### src/rtl/timer_pkg.sv
// Shared types and event bit positions for the timer interrupt front-end.
package timer_pkg;

    typedef enum logic [1:0] {
        IDLE     = 2'd0,
        PEND     = 2'd1,
        WAIT_CLR = 2'd2
    } irq_state_t;

    localparam int EV_OVF = 0;
    localparam int EV_UDF = 1;
    localparam int EV_CMP = 2;
    localparam int NUM_EV = 3;

endpackage : timer_pkg

### src/rtl/timer_event_det.sv
// Samples the live counter and flags overflow, underflow and compare-match
// edges as single-cycle pulses in an event vector.
module timer_event_det
    import timer_pkg::*;
#(
    parameter int CNT_W = 32
) (
    input  logic              pclk,
    input  logic              preset_n,
    input  logic [CNT_W-1:0]  cnt,
    input  logic              load,
    input  logic              updown,
    input  logic [CNT_W-1:0]  tcmp,
    output logic [NUM_EV-1:0] events
);

    logic [CNT_W-1:0] cnt_reg;
    logic             load_reg;
    logic             prim_reg;
    logic             match_reg;
    logic             match;

    assign match = (cnt == tcmp);

    always_ff @(posedge pclk) begin
        if (!preset_n) begin
            cnt_reg   <= '0;
            load_reg  <= 1'b0;
            prim_reg  <= 1'b0;
            match_reg <= 1'b0;
        end else begin
            cnt_reg   <= cnt;
            load_reg  <= load;
            prim_reg  <= 1'b1;
            match_reg <= match;
        end
    end

    // match_reg remembers last cycle's compare result, so a steady match fires
    // once and a tcmp change landing on a held count still produces one pulse.
    always_comb begin
        events = '0;
        if (prim_reg && !load_reg) begin
            events[EV_OVF] = !updown && (cnt_reg == '1) && (cnt == '0);
            events[EV_UDF] =  updown && (cnt_reg == '0) && (cnt == '1);
            events[EV_CMP] = match && !match_reg;
        end
    end

endmodule : timer_event_det

### src/rtl/timer_irq_ctrl.sv
// Timer interrupt front-end: sticky W1C status flags plus a request/ack FSM
// that drives a level interrupt toward the interrupt handler.
module timer_irq_ctrl
    import timer_pkg::*;
#(
    parameter int CNT_W = 32
) (
    input  logic              pclk,
    input  logic              preset_n,
    input  logic [CNT_W-1:0]  cnt,
    input  logic              load,
    input  logic              updown,
    input  logic [CNT_W-1:0]  tcmp,
    input  logic [NUM_EV-1:0] irq_en,
    input  logic              clr_we,
    input  logic [NUM_EV-1:0] clr_mask,
    input  logic              irq_ack,
    output logic [NUM_EV-1:0] status,
    output logic              irq_o
);

    logic [NUM_EV-1:0] events;
    logic [NUM_EV-1:0] status_reg;
    logic              pending;
    irq_state_t        state_reg;
    irq_state_t        state_next;

    timer_event_det #(
        .CNT_W (CNT_W)
    ) u_event_det (
        .pclk     (pclk),
        .preset_n (preset_n),
        .cnt      (cnt),
        .load     (load),
        .updown   (updown),
        .tcmp     (tcmp),
        .events   (events)
    );

    // A new event beats a same-cycle clear so nothing is ever lost.
    generate
        for (genvar gi = 0; gi < NUM_EV; gi++) begin : g_status
            always_ff @(posedge pclk) begin
                if (!preset_n) begin
                    status_reg[gi] <= 1'b0;
                end else if (events[gi]) begin
                    status_reg[gi] <= 1'b1;
                end else if (clr_we && clr_mask[gi]) begin
                    status_reg[gi] <= 1'b0;
                end
            end
        end
    endgenerate

    assign status  = status_reg;
    assign pending = |(status_reg & irq_en);

    always_ff @(posedge pclk) begin
        if (!preset_n) begin
            state_reg <= IDLE;
        end else begin
            state_reg <= state_next;
        end
    end

    // PEND only leaves on ack: disabling irq_en never withdraws a request.
    always_comb begin
        state_next = state_reg;
        case (state_reg)
            IDLE:     if (pending) state_next = PEND;
            PEND:     if (irq_ack) state_next = WAIT_CLR;
            WAIT_CLR: if (!pending) state_next = IDLE;
            default:  state_next = IDLE;
        endcase
    end

    always_comb begin
        irq_o = (state_reg == PEND);
    end

endmodule : timer_irq_ctrl

### config.mk
export PLATFORM = sky130hd
export DESIGN_NAME = timer_irq_ctrl
export DESIGN_NICKNAME = d
export VERILOG_FILES = /design/src/rtl/timer_pkg.sv /design/src/rtl/timer_event_det.sv /design/src/rtl/timer_irq_ctrl.sv
export SDC_FILE = /design/constraint.sdc
export NUM_CORES = 1
export LEC_CHECK = 0
export ABC_AREA = 1
export BUFFER_PORTS_ARGS = -buffer_cell sky130_fd_sc_hd__buf_2
export CORE_MARGIN = 2
export CORE_UTILIZATION = 49
export CTS_CLUSTER_DIAMETER = 100
export DETAILED_ROUTE_END_ITERATION = 12
export HOLD_SLACK_MARGIN = 0.06
export PLACE_DENSITY = 0.79
export REMOVE_ABC_BUFFERS = 1
export SYNTH_ARGS = -nofsm -noshare
export SYNTH_HDL_FRONTEND = slang
export SYNTH_SLANG_ARGS = --single-unit
### constraint.sdc
create_clock -name pclk -period 1.1 [get_ports pclk]
set_clock_uncertainty 0.15 [all_clocks]
set_input_delay 0.22 -clock pclk [delete_from_list [all_inputs] [get_ports pclk]]
set_output_delay 0.22 -clock pclk [all_outputs]
set_load 0.02 [all_outputs]
==> load_flow_metrics.sql, run 1 <==
INSERT INTO impl_metrics (metric_group, metric, value, unit) VALUES
('setup_path', 'critical_path.max_fanout', '3', ''),
('timing', 'finalMaxSlewViolations', '0', ''),
('finish', 'antenna-diode-count', '0', ''),
('finish', 'largest_register_ffs', '32', ''),
('place', 'dp_hpwl', '4610', 'um'),
('setup_path', 'worst_setup_path_start_kind', 'flop', ''),
('outcome', 'result_of_the_run', 'finished, violations left', ''),
('floorplanning', 'coreArea', '0.00432', 'mm^2'),
('timing', 'timing.slew.headroom', '0.800', ''),
('drt', 'wl_per_cell', '12.7', 'um'),
('grt', 'antenna_found_initial', '0', ''),
('drt', 'detailroute.via_count', '2714', ''),
('timing', 'postLayoutSetupSlackWorst', '-0.202', 'ns'),
('worst_hold_path', 'min_path_type', 'in -> reg', ''),
('clock_tree', 'tritoncts', 'built', ''),
('finish', 'syn2layout_area_growth', '48.2', '%'),
('synthesis', 'synth.top_cell.area_share', '0.368', ''),
('timing', 'fmax', '0.768', 'GHz'),
('finish', 'post_route_cells_drive_above_1_share', '0.274', ''),
('grt', 'number_of_global_route_vias_before_repair', '2603', ''),
('clock_tree', 'cts-root-buf', 'clkbuf_8', ''),
('drt', 'route.detailed.drc', '0', ''),
('setup_path', 'cp.arrival', '0.93', 'ns'),
('grt', 'gr-total-overflow', '0', ''),
('clock_tree', 'clock_sinks', '40', ''),
('synthesis', 'synth_seq_area_share', '0.368', ''),
('setup_path', 'cp-end-kind', 'primary output', ''),
('floorplanning', 'io-pin-count', '80', ''),
('setup_path', 'critPathKind', 'reg -> out', ''),
('grt', 'global_route_wire_length_before_repair', '10800', 'um'),
('grt', 'grt_max_degree', '30', ''),
('flow_run', 'drv.max_cap_violation_count', '0', ''),
('place', 'portbufs', '79', ''),
('synthesis', 'post_synth_num_cell_types', '19', ''),
('clock_tree', 'tritoncts.num_buffers', '5', ''),
('drt', 'ant_nets', '0', ''),
('grt', 'grtUsageTotal', '0.275', ''),
('drt', 'detailedRoute.firstIterationViolations', '132', ''),
('finish', 'fillers', '357', ''),
('pwr', 'ir_drop', '570', 'uV'),
('floorplanning', 'die_width', '70.7', 'um'),
('pwr', 'power.static_leakage', '1.85', 'nW'),
('timing', 'finalCritPeriodShare', '1.18', ''),
('synthesis', 'synth.largest_area_cell', 'dfxtp_1', ''),
('outcome', 'failed_checks', 'setup timing', ''),
('finish', 'mostFrequentLayoutCell', 'nand2_1', ''),
('place', 'routabilityCongestion', '0.901', ''),
('drt', 'route.detailed.vias_per_inst', '4.92', ''),
('floorplanning', 'fp-row-count', '24', ''),
('pwr', 'power.density', '1000', 'mW/mm^2'),
('synthesis', 'synth-seq-cells', '40', ''),
('clock_tree', 'cts_buffer_depth', '2', ''),
('setup_path', 'worst_ep_required_time', '0.73', 'ns'),
('synthesis', 'synthesis_warning_total', '0', ''),
('synthesis', 'postSynthCellCount', '369', ''),
('synthesis', 'synth_area_leaders', 'dfxtp_1, nand2_1, inv_1', ''),
('floorplanning', 'start_util', '0.503', ''),
('synthesis', 'syn_area_per_cell', '5.90', 'um^2'),
('synthesis', 'synthesis.area', '0.00218', 'mm^2'),
('timing', 'timing.setup.tns', '-0.657', 'ns'),
('timing', 'finalHoldViolCount', '0', ''),
('drt', 'routed_wirelength', '7010', 'um'),
('clock_tree', 'h-tree-depth', '2', ''),
('finish', 'fin_util', '0.746', ''),
('clock_tree', 'clock_latency', '0.29', 'ns'),
('timing', 'setup_viol_count_final', '6', ''),
('floorplanning', 'die_outline_area', '0.00499', 'mm^2'),
('finish', 'final_layout_net_count', '575', ''),
('clock_tree', 'clkTransAtPathRegs', '0.07', 'ns'),
('timing', 'setup_repair_after_global_routing_missed_its_margin', 'yes', ''),
('floorplanning', 'die_y', '70.7', 'um'),
('drt', 'firstDrtPassIters', '5', ''),
('timing', 'layout_min_cycle_time', '1.30', 'ns'),
('timing', 'actual_transition_at_the_worst_max_transition_pin', '0.300', 'ns'),
('finish', 'final_cell_mix', 'nand2_1, buf_2, inv_1, nor2_1, dfxtp_1', '');
==> final timing paths <==
| check | start | to | slack (ns) | depth (start not counted) |
|---|---|---|---|---|
| worst max register to register | u_event_det.prim_reg | status[0] | -0.18 | 6 |
| worst max-delay path | state_reg[0] | irq_o | -0.20 | 3 |
| worst min-delay path | cnt[30] | u_event_det.cnt_reg[30] | 0.08 | 4 |
| worst min register to register | state_reg[1] | state_reg[1] | 0.37 | 2 |
==> cell usage after synthesis <==
library cell,n
nand3_1,16
a21oi_1,4
nand2_1,128
o21ai_0,3
buf_4,1
o21ai_1,3
nand4_1,16
inv_2,8
clkbuf_1,3
nor2_2,1
nor3_1,3
nor3b_1,1
clkinv_1,4
inv_1,71
dfxtp_1,40
xnor2_1,10
or2_1,1
and3_1,1
nor2_1,55
==> cells by family (layout without fill, tap and decap cells) <==
group | Yosys count | after routing | synth area share
DFF | 40 | 40 | 0.368
buffers and inverters | 87 | 218 | 0.152
xor gates and xnor gates | 10 | 10 | 0.0402
AOI/OAI and AO/OA | 10 | 10 | 0.0230
and+or+nand+nor | 222 | 222 | 0.417
==> timing repair <==
item                                    4_1_cts  5_1_grt
resized for setup                            19       13
cloned                                        0        0
endpoints found under the setup margin        6        9
pin swaps                                     2        3
hold endpoints to repair                     28        0
buffers inserted                              3        2
hold buffers                                 28        0
==> per-stage QoR <==
step                setup WS (ns)  cell area [um^2]  power, W  instances  hold WS [ns]
floorplan                 -0.0288              2160   0.00182        365        0.0977
global placement           -0.204              2730   0.00213        511         0.262
detailed placement         -0.203              2730   0.00214        511         0.265
CTS                        -0.218              3170   0.00320        550        0.0806
global route               -0.263              3230   0.00338        552        0.0971
finish                     -0.202              3230   0.00323        552        0.0823
==> worst max-delay path, cell delays in order, from the launching register on <==
cell     delay [ns]
dfxtp_2        0.34
inv_2          0.05
nor2_4         0.12
buf_6          0.13
==> layer usage <==
metal / GRT usage / share of wire / vias to the layer above
li1: - / - / 1349
met1: 0.293 / 0.38 / 1192
met2: 0.498 / 0.49 / 137
met3: 0.0726 / 0.077 / 36
met4: 0.145 / 0.048 / 0
met5: 0 / 0 / -
==> where the power goes <==
group          switching [W]  leakage (nW)  internal [W]
clock               0.000489        0.0455      0.000511
combinational       0.000350          1.47      0.000328
sequential         0.0000353         0.336       0.00152
==> area by class of cell <==
class,instances,area [um^2],area share
tap,52,65.1,0.0202
inverter,83,312,0.0965
timing repair buffer,127,851,0.264
clock buffer,8,90.1,0.0279
sequential,40,815,0.252
multi-input combinational,242,1090,0.339
Power figures use the tool's default switching activity.
==> run 2, diff against run 1 <==
BUFFER_PORTS_ARGS = unset   (was -buffer_cell sky130_fd_sc_hd__buf_2)
CORE_UTILIZATION = 30   (was 49)
DONT_BUFFER_PORTS = 1   (was unset)
PLACE_DENSITY = unset   (was 0.79)
==> load_flow_metrics.sql, run 2 (synthesis results as in run 1) <==
INSERT INTO impl_metrics (metric_group, metric, value, unit) VALUES
('outcome', 'result_of_the_run', 'finished, violations left', ''),
('outcome', 'failed_checks', 'hold timing, setup timing', ''),
('setup_path', 'crit_chain', 'inv_2 > nor2_4 > buf_6', ''),
('pwr', 'power.static_leakage', '1.50', 'nW'),
('clock_tree', 'cts-hold-fix-buffers', '38', ''),
('drt', 'wl_per_cell', '12.6', 'um'),
('finish', 'fin_util', '0.400', ''),
('finish', 'mostFrequentLayoutCell', 'nand2_1', ''),
('pwr', 'ir_drop', '402', 'uV'),
('floorplanning', 'fp-row-count', '31', ''),
('timing', 'setup_viol_count_final', '6', ''),
('finish', 'antenna-diode-count', '0', ''),
('grt', 'antenna_found_initial', '0', ''),
('clock_tree', 'cts-root-buf', 'clkbuf_8', ''),
('clock_tree', 'tritoncts.num_buffers', '5', ''),
('floorplanning', 'die_width', '89.2', 'um'),
('setup_path', 'cp.arrival', '0.89', 'ns'),
('timing', 'timing.setup.tns', '-0.470', 'ns'),
('drt', 'route.detailed.drc', '0', ''),
('clock_tree', 'cts_buffer_depth', '2', ''),
('setup_path', 'cp-end-kind', 'primary output', ''),
('drt', 'route.detailed.vias_per_inst', '4.42', ''),
('floorplanning', 'die_y', '89.2', 'um'),
('timing', 'actual_transition_at_the_worst_max_transition_pin', '0.228', 'ns'),
('timing', 'finalMaxSlewViolations', '0', ''),
('place', 'dp_hpwl', '5030', 'um'),
('floorplanning', 'die_outline_area', '0.00795', 'mm^2'),
('grt', 'grt_max_degree', '37', ''),
('flow_run', 'drv.max_cap_violation_count', '0', ''),
('place', 'portbufs', '0', ''),
('timing', 'fmax', '0.792', 'GHz'),
('grt', 'gr-total-overflow', '0', ''),
('setup_path', 'critPathKind', 'reg -> out', ''),
('floorplanning', 'io-pin-count', '80', ''),
('finish', 'sequential_cell_area', '816', 'um^2'),
('setup_path', 'worst_ep_required_time', '0.73', 'ns'),
('finish', 'multiInputGateArea', '0.00107', 'mm^2'),
('finish', 'final_layout_net_count', '494', ''),
('finish', 'fillers', '790', ''),
('grt', 'grtUsageTotal', '0.171', ''),
('drt', 'ant_nets', '0', ''),
('setup_path', 'r2r_start', 'u_event_det.cnt_reg[24]', ''),
('pwr', 'power.density', '1010', 'mW/mm^2'),
('finish', 'largest_register_ffs', '32', ''),
('finish', 'stdcell_count', '517', ''),
('finish', 'post_route_cells_drive_above_1_share', '0.0981', ''),
('timing', 'finalHoldViolCount', '33', ''),
('drt', 'routed_wirelength', '6520', 'um'),
('floorplanning', 'coreArea', '0.00714', 'mm^2'),
('setup_path', 'critical_path.max_fanout', '2', ''),
('timing', 'timing.slew.headroom', '0.847', ''),
('setup_path', 'critical_path_top_delay_cell', 'dfxtp_2', ''),
('clock_tree', 'h-tree-depth', '2', ''),
('drt', 'firstDrtPassIters', '4', ''),
('timing', 'finalHoldWorstSlack', '-0.188', 'ns'),
('grt', 'global_route_wire_length_before_repair', '10200', 'um'),
('clock_tree', 'clkTransAtPathRegs', '0.07', 'ns'),
('drt', 'detailroute.via_count', '2286', ''),
('setup_path', 'worst_setup_path_start_kind', 'flop', ''),
('setup_path', 'critical-path-top-delay-family', 'flip-flops', ''),
('clock_tree', 'clock_latency', '0.29', 'ns'),
('timing', 'setup_repair_after_global_routing_missed_its_margin', 'yes', ''),
('setup_path', 'max_stage_delay', '0.34', 'ns'),
('worst_hold_path', 'min_path_type', 'in -> reg', ''),
('drt', 'detailedRoute.firstIterationViolations', '134', ''),
('timing', 'layout_min_cycle_time', '1.26', 'ns'),
('finish', 'final_cell_mix', 'nand2_1, inv_1, nor2_1, dlygate4sd3_1, dfxtp_1', ''),
('place', 'place_inst', '470', ''),
('worst_hold_path', 'holdCritStartpoint', 'preset_n', ''),
('timing', 'finalCritPeriodShare', '1.15', ''),
('grt', 'number_of_global_route_vias_before_repair', '2226', ''),
('timing', 'postLayoutSetupSlackWorst', '-0.162', 'ns'),
('place', 'routabilityCongestion', '0.802', ''),
('setup_path', 'worstSetupStartpoint', 'state_reg[0]', ''),
('floorplanning', 'start_util', '0.305', ''),
('clock_tree', 'tritoncts', 'built', ''),
('setup_path', 'worstPathBufferInverterCount', '2', ''),
('clock_tree', 'clock_sinks', '40', ''),
('finish', 'syn2layout_area_growth', '31.0', '%');
-- run 2: cell count changes in the layout (fill, tap and decap cells not counted), moves of 2 or more --
cell / before / now
nor2_1: 50 / 52
a21oi_1: 1 / 3
xnor2_1: 8 / 10
nor2_2: 5 / 3
dlygate4sd3_1: 28 / 38
buf_4: 20 / 4
xnor2_2: 2 / 0
buf_2: 75 / 0
a21oi_2: 3 / 1
-- run 2: routing by layer --
metal / part of all wire / GRT usage
met5: 0 / 0
met4: 0.025 / 0.0611
met3: 0.051 / 0.0379
met2: 0.50 / 0.309
met1: 0.42 / 0.197
-- run 2: area by class of cell --
class / instances / share of cell area
tap: 99 / 0.0434
clock inverter: 1 / 0.00176
sequential: 40 / 0.286
multi-input combinational: 242 / 0.374
inverter: 83 / 0.109
timing repair buffer: 46 / 0.160
clock buffer: 6 / 0.0254
-- run 2: where the power goes --
group	switching [W]	leakage [nW]	internal [W]
clock	0.000474	0.0410	0.000431
sequential	0.0000340	0.336	0.00152
combinational	0.000199	1.12	0.000231
total	0.000707	1.50	0.00218
-- run 2: path summary, 6_finish.rpt --
check,slack [ns],to,cells after the start
worst max-delay path,-0.16,irq_o,3
worst min-delay path,-0.19,u_event_det.prim_reg,0
worst max register to register,-0.15,status[1],7
worst min register to register,0.34,status[0],2
-- run 2: through the flow --
| step | setup WS, ns | total power, W | cell area [um^2] |
|---|---|---|---|
| 4_1_cts | -0.177 | 0.00291 | 2840 |
| 5_1_grt | -0.206 | 0.00304 | 2850 |
| 3_3_place_gp | -0.150 | 0.00189 | 2330 |
| 6_report | -0.162 | 0.00289 | 2850 |
| 3_5_place_dp | -0.132 | 0.00189 | 2330 |
| 2_1_floorplan | -0.0288 | 0.00182 | 2160 |
-- run 2: repair_timing --
item | in CTS | in global routing
setup endpoints to repair | 6 | 6
buffers inserted | 2 | 0
resized for setup | 15 | 8
hold endpoints to repair | 39 | 33
pin swaps | 4 | 2
